`src/rtl/unidade_busca_pkg.sv`:
```
// Shared types and constants for the instruction-fetch front end.
package busca_pkg;

    typedef enum logic {
        RUN  = 1'b0,
        HALT = 1'b1
    } estado_busca_t;

    localparam int BUSCA_ADDR_W     = 8;
    localparam int BUSCA_INSTR_W    = 32;
    localparam int CONFIRM_SYNC_LEN = 2;

    // Default-width queue entry; the top rebuilds it at its own parameter widths.
    typedef struct packed {
        logic [BUSCA_ADDR_W-1:0]  pc;
        logic [BUSCA_INSTR_W-1:0] instr;
    } entrada_busca_t;

endpackage

```
`src/rtl/unidade_busca_if.sv`:
```
// Fetch unit bus: instruction-memory port, decode handoff and control inputs.
interface unidade_busca_if #(
    parameter int ADDR_W  = 8,
    parameter int INSTR_W = 32
);
    logic               imem_req;
    logic [ADDR_W-1:0]  imem_addr;
    logic [INSTR_W-1:0] imem_rdata;
    logic               out_valid;
    logic               out_ready;
    logic [INSTR_W-1:0] out_instr;
    logic [ADDR_W-1:0]  out_pc;
    logic [ADDR_W-1:0]  out_pc_plus_one;
    logic               redirect;
    logic [ADDR_W-1:0]  redirect_pc;
    logic               halt;
    logic [ADDR_W-1:0]  resume_pc;
    logic               confirm;
    logic               halted;

    modport master (
        output imem_req, imem_addr, out_valid, out_instr, out_pc, out_pc_plus_one, halted,
        input  imem_rdata, out_ready, redirect, redirect_pc, halt, resume_pc, confirm
    );

    modport slave (
        input  imem_req, imem_addr, out_valid, out_instr, out_pc, out_pc_plus_one, halted,
        output imem_rdata, out_ready, redirect, redirect_pc, halt, resume_pc, confirm
    );
endinterface

```
`src/rtl/unidade_busca_fila.sv`:
```
// fila_busca: power-of-two prefetch FIFO with flush; pointers wrap naturally.
module fila_busca
    import busca_pkg::*;
#(
    parameter int  DEPTH = 4,
    parameter type T     = entrada_busca_t
) (
    input  logic                  clk,
    input  logic                  reset,
    input  logic                  push_i,
    input  logic                  pop_i,
    input  logic                  flush_i,
    input  T                      wdata_i,
    output T                      rdata_o,
    output logic [$clog2(DEPTH):0] count_o,
    output logic                  empty_o
);
    localparam int PTR_W = $clog2(DEPTH);

    T                 mem_q [DEPTH];
    logic [PTR_W-1:0] rd_ptr_q, rd_ptr_d, wr_ptr_q, wr_ptr_d;
    logic [PTR_W:0]   count_q, count_d;
    logic             do_push, do_pop;

    assign empty_o = (count_q == '0);
    assign count_o = count_q;
    assign rdata_o = mem_q[rd_ptr_q];
    assign do_push = push_i && (count_q != (PTR_W+1)'(DEPTH)) && !flush_i;
    assign do_pop  = pop_i && !empty_o && !flush_i;

    always_comb begin
        rd_ptr_d = rd_ptr_q;
        wr_ptr_d = wr_ptr_q;
        count_d  = count_q;
        if (flush_i) begin
            rd_ptr_d = '0;
            wr_ptr_d = '0;
            count_d  = '0;
        end else begin
            if (do_push) wr_ptr_d = wr_ptr_q + PTR_W'(1);
            if (do_pop)  rd_ptr_d = rd_ptr_q + PTR_W'(1);
            case ({do_push, do_pop})
                2'b10:   count_d = count_q + (PTR_W+1)'(1);
                2'b01:   count_d = count_q - (PTR_W+1)'(1);
                default: count_d = count_q;
            endcase
        end
    end

    always_ff @(posedge clk or posedge reset) begin
        if (reset) begin
            rd_ptr_q <= '0;
            wr_ptr_q <= '0;
            count_q  <= '0;
        end else begin
            rd_ptr_q <= rd_ptr_d;
            wr_ptr_q <= wr_ptr_d;
            count_q  <= count_d;
        end
    end

    // Storage carries no reset: a slot is only read once count says it was written.
    always_ff @(posedge clk) begin
        if (do_push) mem_q[wr_ptr_q] <= wdata_i;
    end
endmodule

```
`src/rtl/unidade_busca.sv`:
```
// unidade_busca: PC, imem request, epoch-tagged prefetch queue, HLT/confirm resume.
// BUSCA_PERF_EN adds saturating fetch/flush/stall counters.
module unidade_busca
    import busca_pkg::*;
#(
    parameter int                ADDR_W   = 8,
    parameter int                INSTR_W  = 32,
    parameter int                DEPTH    = 4,
    parameter logic [ADDR_W-1:0] RESET_PC = '0
) (
    input  logic            clk,
    input  logic            reset,
    unidade_busca_if.master bus
`ifdef BUSCA_PERF_EN
    ,
    output logic [31:0]     perf_fetched,
    output logic [15:0]     perf_flushes,
    output logic [31:0]     perf_stall
`endif
);
    localparam int CNT_W = $clog2(DEPTH) + 1;

    typedef struct packed {
        logic [ADDR_W-1:0]  pc;
        logic [INSTR_W-1:0] instr;
    } entrada_t;

    estado_busca_t               state_q, state_d;
    logic [ADDR_W-1:0]           fetch_pc_q, fetch_pc_d, req_pc_q;
    logic                        epoch_q, epoch_d, infl_q, req_epoch_q;
    logic [CONFIRM_SYNC_LEN-1:0] sync_q;
    logic                        conf_prev_q;
    logic                        req, flush, push, pop, empty, room, conf_edge;
    logic [CNT_W-1:0]            count;
    entrada_t                    push_data, head;

    assign conf_edge = sync_q[CONFIRM_SYNC_LEN-1] & ~conf_prev_q;
    // A slot is reserved for every outstanding request, so a response never overflows.
    assign room = ({1'b0, count} + {{CNT_W{1'b0}}, infl_q}) < (CNT_W+1)'(DEPTH);

    always_comb begin
        state_d    = state_q;
        fetch_pc_d = fetch_pc_q;
        epoch_d    = epoch_q;
        req        = 1'b0;
        flush      = 1'b0;
        case (state_q)
            RUN: begin
                if (bus.halt) begin
                    flush   = 1'b1;
                    epoch_d = ~epoch_q;
                    state_d = HALT;
                end else if (bus.redirect) begin
                    flush      = 1'b1;
                    epoch_d    = ~epoch_q;
                    fetch_pc_d = bus.redirect_pc;
                end else if (room) begin
                    req        = 1'b1;
                    fetch_pc_d = fetch_pc_q + ADDR_W'(1);
                end
            end
            HALT: begin
                if (conf_edge) begin
                    state_d    = RUN;
                    fetch_pc_d = bus.resume_pc;
                end
            end
            default: state_d = RUN;
        endcase
    end

    always_ff @(posedge clk or posedge reset) begin
        if (reset) begin
            state_q     <= RUN;
            fetch_pc_q  <= RESET_PC;
            epoch_q     <= 1'b0;
            infl_q      <= 1'b0;
            req_epoch_q <= 1'b0;
            req_pc_q    <= '0;
            sync_q      <= '0;
            conf_prev_q <= 1'b0;
        end else begin
            state_q     <= state_d;
            fetch_pc_q  <= fetch_pc_d;
            epoch_q     <= epoch_d;
            infl_q      <= req;
            req_epoch_q <= epoch_q;
            req_pc_q    <= fetch_pc_q;
            sync_q      <= {sync_q[CONFIRM_SYNC_LEN-2:0], bus.confirm};
            conf_prev_q <= sync_q[CONFIRM_SYNC_LEN-1];
        end
    end

    // Responses from a superseded epoch are discarded; flush also wins over a same-cycle push.
    assign push      = infl_q && (req_epoch_q == epoch_q) && !flush;
    assign pop       = !empty && bus.out_ready;
    assign push_data = {req_pc_q, bus.imem_rdata};

    fila_busca #(
        .DEPTH (DEPTH),
        .T     (entrada_t)
    ) u_fila (
        .clk     (clk),
        .reset   (reset),
        .push_i  (push),
        .pop_i   (pop),
        .flush_i (flush),
        .wdata_i (push_data),
        .rdata_o (head),
        .count_o (count),
        .empty_o (empty)
    );

    assign bus.imem_req        = req & ~reset;
    assign bus.imem_addr       = fetch_pc_q;
    assign bus.out_valid       = ~empty;
    assign bus.out_instr       = empty ? '0 : head.instr;
    assign bus.out_pc          = empty ? '0 : head.pc;
    assign bus.out_pc_plus_one = empty ? '0 : head.pc + ADDR_W'(1);
    assign bus.halted          = (state_q == HALT);

`ifdef BUSCA_PERF_EN
    logic [31:0] fetched_q, stall_q;
    logic [15:0] flushes_q;

    always_ff @(posedge clk or posedge reset) begin
        if (reset) begin
            fetched_q <= '0;
            flushes_q <= '0;
            stall_q   <= '0;
        end else begin
            if (push && !(&fetched_q))  fetched_q <= fetched_q + 32'd1;
            if (flush && !(&flushes_q)) flushes_q <= flushes_q + 16'd1;
            if (state_q == RUN && empty && !(&stall_q)) stall_q <= stall_q + 32'd1;
        end
    end

    assign perf_fetched = fetched_q;
    assign perf_flushes = flushes_q;
    assign perf_stall   = stall_q;
`endif
endmodule
```
`src/flat_wrapper.sv`:
```
// flat-port wrapper written by rule: the top's interface ports become plain ports
module unidade_busca_flat import busca_pkg::*;
#(
    parameter int                ADDR_W   = 8,
    parameter int                INSTR_W  = 32,
    parameter int                DEPTH    = 4,
    parameter logic [ADDR_W-1:0] RESET_PC = '0
)
  (clk, reset, bus_imem_req, bus_imem_addr, bus_out_valid, bus_out_instr, bus_out_pc, bus_out_pc_plus_one, bus_halted, bus_imem_rdata, bus_out_ready, bus_redirect, bus_redirect_pc, bus_halt, bus_resume_pc, bus_confirm);
  unidade_busca_if #(.ADDR_W(ADDR_W), .INSTR_W(INSTR_W)) bus_i ();
  input  logic clk;
  input  logic reset;
  output wire logic [$bits(bus_i.imem_req)-1:0] bus_imem_req;
  output wire logic [$bits(bus_i.imem_addr)-1:0] bus_imem_addr;
  output wire logic [$bits(bus_i.out_valid)-1:0] bus_out_valid;
  output wire logic [$bits(bus_i.out_instr)-1:0] bus_out_instr;
  output wire logic [$bits(bus_i.out_pc)-1:0] bus_out_pc;
  output wire logic [$bits(bus_i.out_pc_plus_one)-1:0] bus_out_pc_plus_one;
  output wire logic [$bits(bus_i.halted)-1:0] bus_halted;
  input wire logic [$bits(bus_i.imem_rdata)-1:0] bus_imem_rdata;
  input wire logic [$bits(bus_i.out_ready)-1:0] bus_out_ready;
  input wire logic [$bits(bus_i.redirect)-1:0] bus_redirect;
  input wire logic [$bits(bus_i.redirect_pc)-1:0] bus_redirect_pc;
  input wire logic [$bits(bus_i.halt)-1:0] bus_halt;
  input wire logic [$bits(bus_i.resume_pc)-1:0] bus_resume_pc;
  input wire logic [$bits(bus_i.confirm)-1:0] bus_confirm;
  assign bus_imem_req = bus_i.imem_req;
  assign bus_imem_addr = bus_i.imem_addr;
  assign bus_out_valid = bus_i.out_valid;
  assign bus_out_instr = bus_i.out_instr;
  assign bus_out_pc = bus_i.out_pc;
  assign bus_out_pc_plus_one = bus_i.out_pc_plus_one;
  assign bus_halted = bus_i.halted;
  assign bus_i.imem_rdata = bus_imem_rdata;
  assign bus_i.out_ready = bus_out_ready;
  assign bus_i.redirect = bus_redirect;
  assign bus_i.redirect_pc = bus_redirect_pc;
  assign bus_i.halt = bus_halt;
  assign bus_i.resume_pc = bus_resume_pc;
  assign bus_i.confirm = bus_confirm;
  unidade_busca #(.ADDR_W(ADDR_W), .INSTR_W(INSTR_W), .DEPTH(DEPTH), .RESET_PC(RESET_PC)) u_core (.clk(clk), .reset(reset), .bus(bus_i));
endmodule
```
`config.mk`:
```
export PLATFORM = sky130hd
export DESIGN_NAME = unidade_busca_flat
export DESIGN_NICKNAME = d
export VERILOG_FILES = /design/src/rtl/unidade_busca_pkg.sv /design/src/rtl/unidade_busca_if.sv /design/src/rtl/unidade_busca_fila.sv /design/src/rtl/unidade_busca.sv /design/src/flat_wrapper.sv
export SDC_FILE = /design/constraint.sdc
export NUM_CORES = 1
export LEC_CHECK = 0
export ABC_AREA = 0
export BUFFER_PORTS_ARGS = -buffer_cell sky130_fd_sc_hd__buf_2
export CAP_MARGIN = 5
export CORE_ASPECT_RATIO = 0.8
export CORE_MARGIN = 1.5
export CORE_UTILIZATION = 57
export CTS_CLUSTER_SIZE = 30
export DETAILED_ROUTE_END_ITERATION = 16
export PLACE_DENSITY_LB_ADDON = 0.05
export SETUP_SLACK_MARGIN = 0.2
export SLEW_MARGIN = 20
export SYNTH_ARGS = -nofsm -noshare
export SYNTH_HDL_FRONTEND = slang
export SYNTH_SLANG_ARGS = --single-unit
```
`constraint.sdc`:
```
create_clock -name clk -period 3.5 [get_ports clk]
set_input_delay 0 -clock clk [delete_from_list [all_inputs] [get_ports clk]]
set_output_delay 0 -clock clk [all_outputs]
set_load 0.03 [all_outputs]
```
==> metrics.txt, run 1 <==
CTS tree=built; adder-cell share of the synthesized area=1.41%; Filler Cell Count=831; status=finished, final reports clean; final setup TNS=0 ps; Port Buffers=112; worst rel slew slack=50.4%; clk_skew=6.79 ps; crit path launch type=register; Final Power=7.56 mW; Post-CTS Setup Repair Bufs=0; crit path kind=register to register; max-slew violations=0; Worst Max-Slew Pin Slew=744 ps; depth of the CTS H-tree=4; Non-Filler Instances=780; Max FO, Critical Path=15; Tmin final=2790 ps; largest family of logic cells by synthesized area=multiplexers; Boundary Pins=113; Die ar.=0.0141 mm²; most numerous cell in the Yosys netlist=edfxtp_1; mux contribution to synthesized area=12.3%; Yosys warnings=0; Seq/Total Area, Yosys=72.6%; RSZ-0062 raised after global routing=no; initial antenna violation count=0; CP bufs+invs=1; Critical Path Max Stage Delay=620 ps; Worst VDD drop=0.401 mV; total clock sinks=190; Post-DRT Antenna Nets=0; post-synth top area share=62.8%; vias in the first global route=4335; library cells used by synthesis=39; grt ovf=0; family with the most delay on the worst path=compound AO/OA/AOI/OAI gates; chip height=107 µm; ys async rst share=15.8%; pre-CTS setup slack=761 ps; CP arrival=3140 ps; Worst Path Required=3850 ps; Post-Synth XOR/XNOR Area=1.37%; period utilization=79.7%; Synth Net Count=480; Finished Core Util=73.4%; mapped cell area=0.00765 mm²; ant diodes=0; DP Cell Count=698; Reg clk slew, reported paths=60 ps; total track usage=21.7%; Setup crit end kind=register; Hold WC Path Type=primary input to register; Setup violations, final=0; Cell Chain, Critical Path=o21ba_2, a2111oi_4, inv_1, ha_1, fa_1, xnor2_1, or3_1, a21oi_1; Placer Congestion=0.833; Via density=5.47; first-pass GRT wire length=22700 µm; pin count of the biggest net entering global routing=44; Routed WL per cell=18.4 µm; Crit-path slowest cell=dfrtp_1; cell accounting for the most synthesized area=edfxtp_1; Lkg Pwr=3.50 nW; worst skew pair latency=420 ps; Mapped Cells=418; PwrDens=794 mW/mm²; Hold Fails Final Rpt=0; Clock Tree Root=clkbuf_16; Finished Cell Area=0.00952 mm²; via count=4267; Synth Area in Simple Gates=7.18%; Avg Inst Size Synth=18.3 µm²; most common flop cell mapped by yosys=edfxtp_1; Max Clk Rate=358 MHz; placed instance area=0.00842 mm²; largest cells by area after synthesis=edfxtp_1, mux4_2, dfrtp_1; Total Routed Length=14300 µm; Rows=37; Max-Cap Viols=0; Starting Density=59.0%; number of flops mapped to enable cells by yosys=160; DRC errors left=0; layout net count=654; final worst slack=710 ps; clk buf depth=2; hold_ws=0.0788 ps; TritonRoute pass-1 iters=4; DP HPWL=8740 µm; initial drt markers=282; TritonCTS Buffers=17; Die X-Extent=133 µm; Area Overhead vs Synth=24.4%; core area=0.0130 mm²; layout cells sized above 1=32.2%; Compound-Gate Fraction of Synth Area=3.37%; r2r setup slk=710 ps; commonest cells in the synthesized netlist=edfxtp_1, and2_1, mux4_2, dfrtp_1, nor2_1; post-synthesis register bit count=190
[cell type report]
cell class,instances,area [µm²],share of cell area [%]
clock buffer,28,517,5.43
clock inverter,4,76.3,0.802
inverter,8,30.0,0.315
multi-input combinational,202,1970,20.7
sequential,190,5560,58.4
tap,175,219,2.30
timing repair buffer,173,1140,12.0
[tightest hold or removal path: stages]
cell and delay, ps:
buf_2 70, nand2_1 40, o21ai_0 60, mux2i_1 60, o21ai_0 140
[cell families after synthesis]
| group | after synthesis |
|---|---|
| AOI/OAI and AO/OA | 38 |
| xor gates and xnor gates | 12 |
| adders and majority gates | 8 |
| buffers and inverters | 26 |
| DFF | 190 |
| muxes | 43 |
| and+or+nand+nor | 101 |
[power breakdown]
group / internal, mW / leakage, nW / switching (mW)
combinational: 1.06 / 1.42 / 1.78
sequential: 2.63 / 1.80 / 0.200
clock: 1.15 / 0.285 / 0.743
total: 4.84 / 3.50 / 2.72
[worst paths after layout]
check / to / from / cells past startpoint
hold reg to reg: u_core.sync_q[1]$_DFF_PP0_ / u_core.sync_q[0]$_DFF_PP0_ / 0
max in group asynchronous: u_core.u_fila.rd_ptr_q[0]$_DFFE_PP0P_ / reset / 4
setup reg to reg: u_core.u_fila.count_o[2]$_DFFE_PP0P_ / u_core.bus.halted$_DFF_PP0_ / 8
hold / removal: u_core.bus.imem_addr[2]$_DFFE_PP0P_ / bus_redirect_pc[2] / 5
min in group asynchronous: u_core.sync_q[1]$_DFF_PP0_ / reset / 4
setup / recovery: u_core.u_fila.count_o[2]$_DFFE_PP0P_ / u_core.bus.halted$_DFF_PP0_ / 8
[sequential cells by signal (all words and copies together) (netlist names)]
name / count
u_core.bus.imem_addr: 8
u_core.req_epoch_q: 1
u_core.bus.halted: 1
u_core.req_pc_q: 8
u_core.u_fila.count_o: 3
u_core.u_fila.rd_ptr_q: 2
u_core.epoch_q: 1
u_core.sync_q: 2
u_core.u_fila.wr_ptr_q: 2
u_core.infl_q: 1
u_core.conf_prev_q: 1
u_core.u_fila.mem_q: 160
[what timing repair did]
item / CTS / global route
setup endpoints to repair: 0 / 0
hold buffers: 50 / 0
resized for setup: 0 / 0
hold endpoints to repair: 171 / 0
[cells in the final DEF, fill, tap and decap left out, drive strengths merged, types with 2 or more instances in the layout]
cell type,synthesis,final
nor3,3,3
xor2,7,7
nand2b,5,5
inv,8,8
dfrtp,30,30
or4,2,2
o311ai,3,3
buf,8,123
and2,46,46
clkbuf,10,28
xnor2,5,5
mux4,40,40
a21oi,13,13
bufinv,0,2
o211ai,3,3
ha,7,7
edfxtp,160,160
dlygate4sd3,0,50
or3,3,3
nand3,7,7
mux2i,3,3
o21a,2,2
o21ai,10,10
nand2,13,13
nor2,18,18
[layer usage]
layer	vias to the layer above	global-route usage [%]	wire length, µm	share of wire, %
li1	1975	-	-	-
met1	2163	29.3	6120	43
met2	121	36.1	7400	52
met3	8	5.63	714	5.0
met4	0	5.49	89	0.62
met5	-	0	0	0
Note: power is estimated with default switching activity, not from simulation.
==> inputs of run 2 (changes only) <==
- clock period: 3.5 -> 2.9 ns (I/O delays scaled with it)
==> metrics.txt, run 2 (synthesis gave the netlist of run 1 again) <==
total clock sinks=190 (unchanged); CP arrival=2900 ps (-240 ps); Critical Path Max Stage Delay=520 ps (-100 ps); total track usage=21.4% (-0.31 points); Worst VDD drop=0.631 mV (+57%); Hold WC Path Type=primary input to register; initial drt markers=247 (-12%); via count=4250 (-0.40%); Setup crit end kind=register; Rows=37 (unchanged); Post-DRT Antenna Nets=0 (unchanged); Routed WL per cell=17.8 µm (-3.3%); Total Routed Length=13900 µm (-3.1%); Crit-path slowest cell=a2111oi_4; Hold Fails Final Rpt=0 (unchanged); commonest non-fill, non-tap cell in the layout=edfxtp_1; core area=0.0130 mm² (unchanged); Worst Path Required=3250 ps (-600 ps); Clock Tree Root=clkbuf_16; layout net count=655 (+0.15%); depth of the CTS H-tree=4 (unchanged); crit path kind=register to register; ant diodes=0 (unchanged); Lkg Pwr=3.50 nW (about the same); r2r setup slk=350 ps (-360 ps); TritonRoute pass-1 iters=4 (unchanged); CTS tree=built; worst rel slew slack=53.3% (+3.0 points); PwrDens=941 mW/mm² (+18%); final setup TNS=0 ps (unchanged); DP HPWL=8550 µm (-2.2%); max-slew violations=0 (unchanged); FF-to-FF Start=u_core.epoch_q$_DFFE_PP0P_; hold depth=5 (unchanged); FF-to-FF path depth=8 (unchanged); Die ar.=0.0141 mm² (unchanged); Max Clk Rate=392 MHz (+9.5%); Boundary Pins=113 (unchanged); Tmin final=2550 ps (-242 ps); status=finished, final reports clean; Post-CTS Setup Repair Bufs=0 (unchanged); first-pass GRT wire length=22500 µm (-0.85%); grt ovf=0 (unchanged); R2R Path End=u_core.u_fila.count_o[2]$_DFFE_PP0P_; WHS Endpoint=u_core.bus.imem_addr[2]$_DFFE_PP0P_; most frequent cells in the layout=edfxtp_1, buf_2, dlygate4sd3_1; Die X-Extent=133 µm (unchanged); vias in the first global route=4420 (+2.0%); RSZ-0062 raised after global routing=no; Placer Congestion=0.833 (about the same); clk_skew=7.22 ps (+0.431 ps); Via density=5.44 (-0.53%); Most flops, register=u_core.u_fila.mem_q; period utilization=87.9% (+8.2 points); hold_buf cts=50 (unchanged); pre-CTS setup slack=369 ps (-392 ps); Starting Density=59.0% (unchanged); Max FO, Critical Path=8 (-7); hold_sp=bus_redirect_pc[2]; post-CTS sizing=0 (unchanged); clk buf depth=2 (unchanged); Setup violations, final=0 (unchanged); Port Buffers=112 (unchanged); Cell Chain, Critical Path=xor2_1, a2111oi_4, inv_1, ha_1, fa_1, xnor2_1, or3_1, a21oi_1; worst skew pair latency=430 ps (about the same); final worst slack=352 ps (-358 ps); pin count of the biggest net entering global routing=44 (unchanged); initial antenna violation count=0 (unchanged); TritonCTS Buffers=17 (unchanged); Largest register FFs=160 (unchanged); layout cells sized above 1=32.5% (+0.28 points); Max-Cap Viols=0 (unchanged); Reg clk slew, reported paths=60 ps (about the same); crit path launch type=register; Worst Max-Slew Pin Slew=700 ps (-44.3 ps); chip height=107 µm (unchanged); Area Overhead vs Synth=24.6%; DRC errors left=0 (unchanged)
[run 2: worst max-delay path, delay by kind of cell (launching register included)]
family	cells	cell delay [ps]
buffers and inverters	1	120
flip-flops	1	410
XOR/XNOR	2	330
AND/OR/NAND/NOR	1	300
AO/OA/AOI/OAI	2	660
adder cells (fa/ha/maj)	2	630
[run 2: worst max path at each step]
stage                                          startpoint                                   end  cells after the start
floorplan                     u_core.bus.halted$_DFF_PP0_  u_core.u_fila.count_o[2]$_DFFE_PP0P_                      9
global placement               u_core.epoch_q$_DFFE_PP0P_  u_core.u_fila.count_o[2]$_DFFE_PP0P_                      8
detailed placement             u_core.epoch_q$_DFFE_PP0P_  u_core.u_fila.count_o[2]$_DFFE_PP0P_                      8
CTS                 u_core.u_fila.rd_ptr_q[0]$_DFFE_PP0P_                bus_out_pc_plus_one[6]                      6
global route                   u_core.epoch_q$_DFFE_PP0P_  u_core.u_fila.count_o[2]$_DFFE_PP0P_                      8
finish                         u_core.epoch_q$_DFFE_PP0P_  u_core.u_fila.count_o[2]$_DFFE_PP0P_                      8
[run 2: through the flow]
stage,cells,utilization (%),power (mW),hold WS [ps],cell area [µm²]
finish,781,73.5,8.97,12.3,9530
global route,781,73.5,9.41,56.0,9530
CTS,781,73.5,9.06,0.625,9520
detailed placement,699,65.4,6.86,95.7,8470
global placement,699,65.4,6.80,90.7,8470
floorplan,418,-,5.92,31.4,7650
[run 2: metal layers]
metal	up-vias	wire length [µm]	share of wire [%]	track usage (%)
met3	13	591	4.3	5.20
met4	0	145	1.0	7.46
met5	-	0	0	0
li1	1981	-	-	-
met1	2152	6230	45	28.4
met2	104	6900	50	35.3
[run 2: final cells by class]
cell class	instances	area, µm²
Timing Repair Buffer	174	1200
Tap cell	175	219
Multi-Input combinational cell	202	1970
Inverter	8	30.0
Sequential cell	190	5560
Fill cell	862	3430
Clock buffer	25	485
Clock inverter	7	62.6
[run 2: report_power, final]
| part | total (mW) | switching [mW] | leakage [nW] | internal (mW) |
|---|---|---|---|---|
| logic | 3.42 | 2.13 | 1.43 | 1.29 |
| clock network | 2.13 | 0.892 | 0.271 | 1.24 |
| registers | 3.41 | 0.240 | 1.80 | 3.17 |
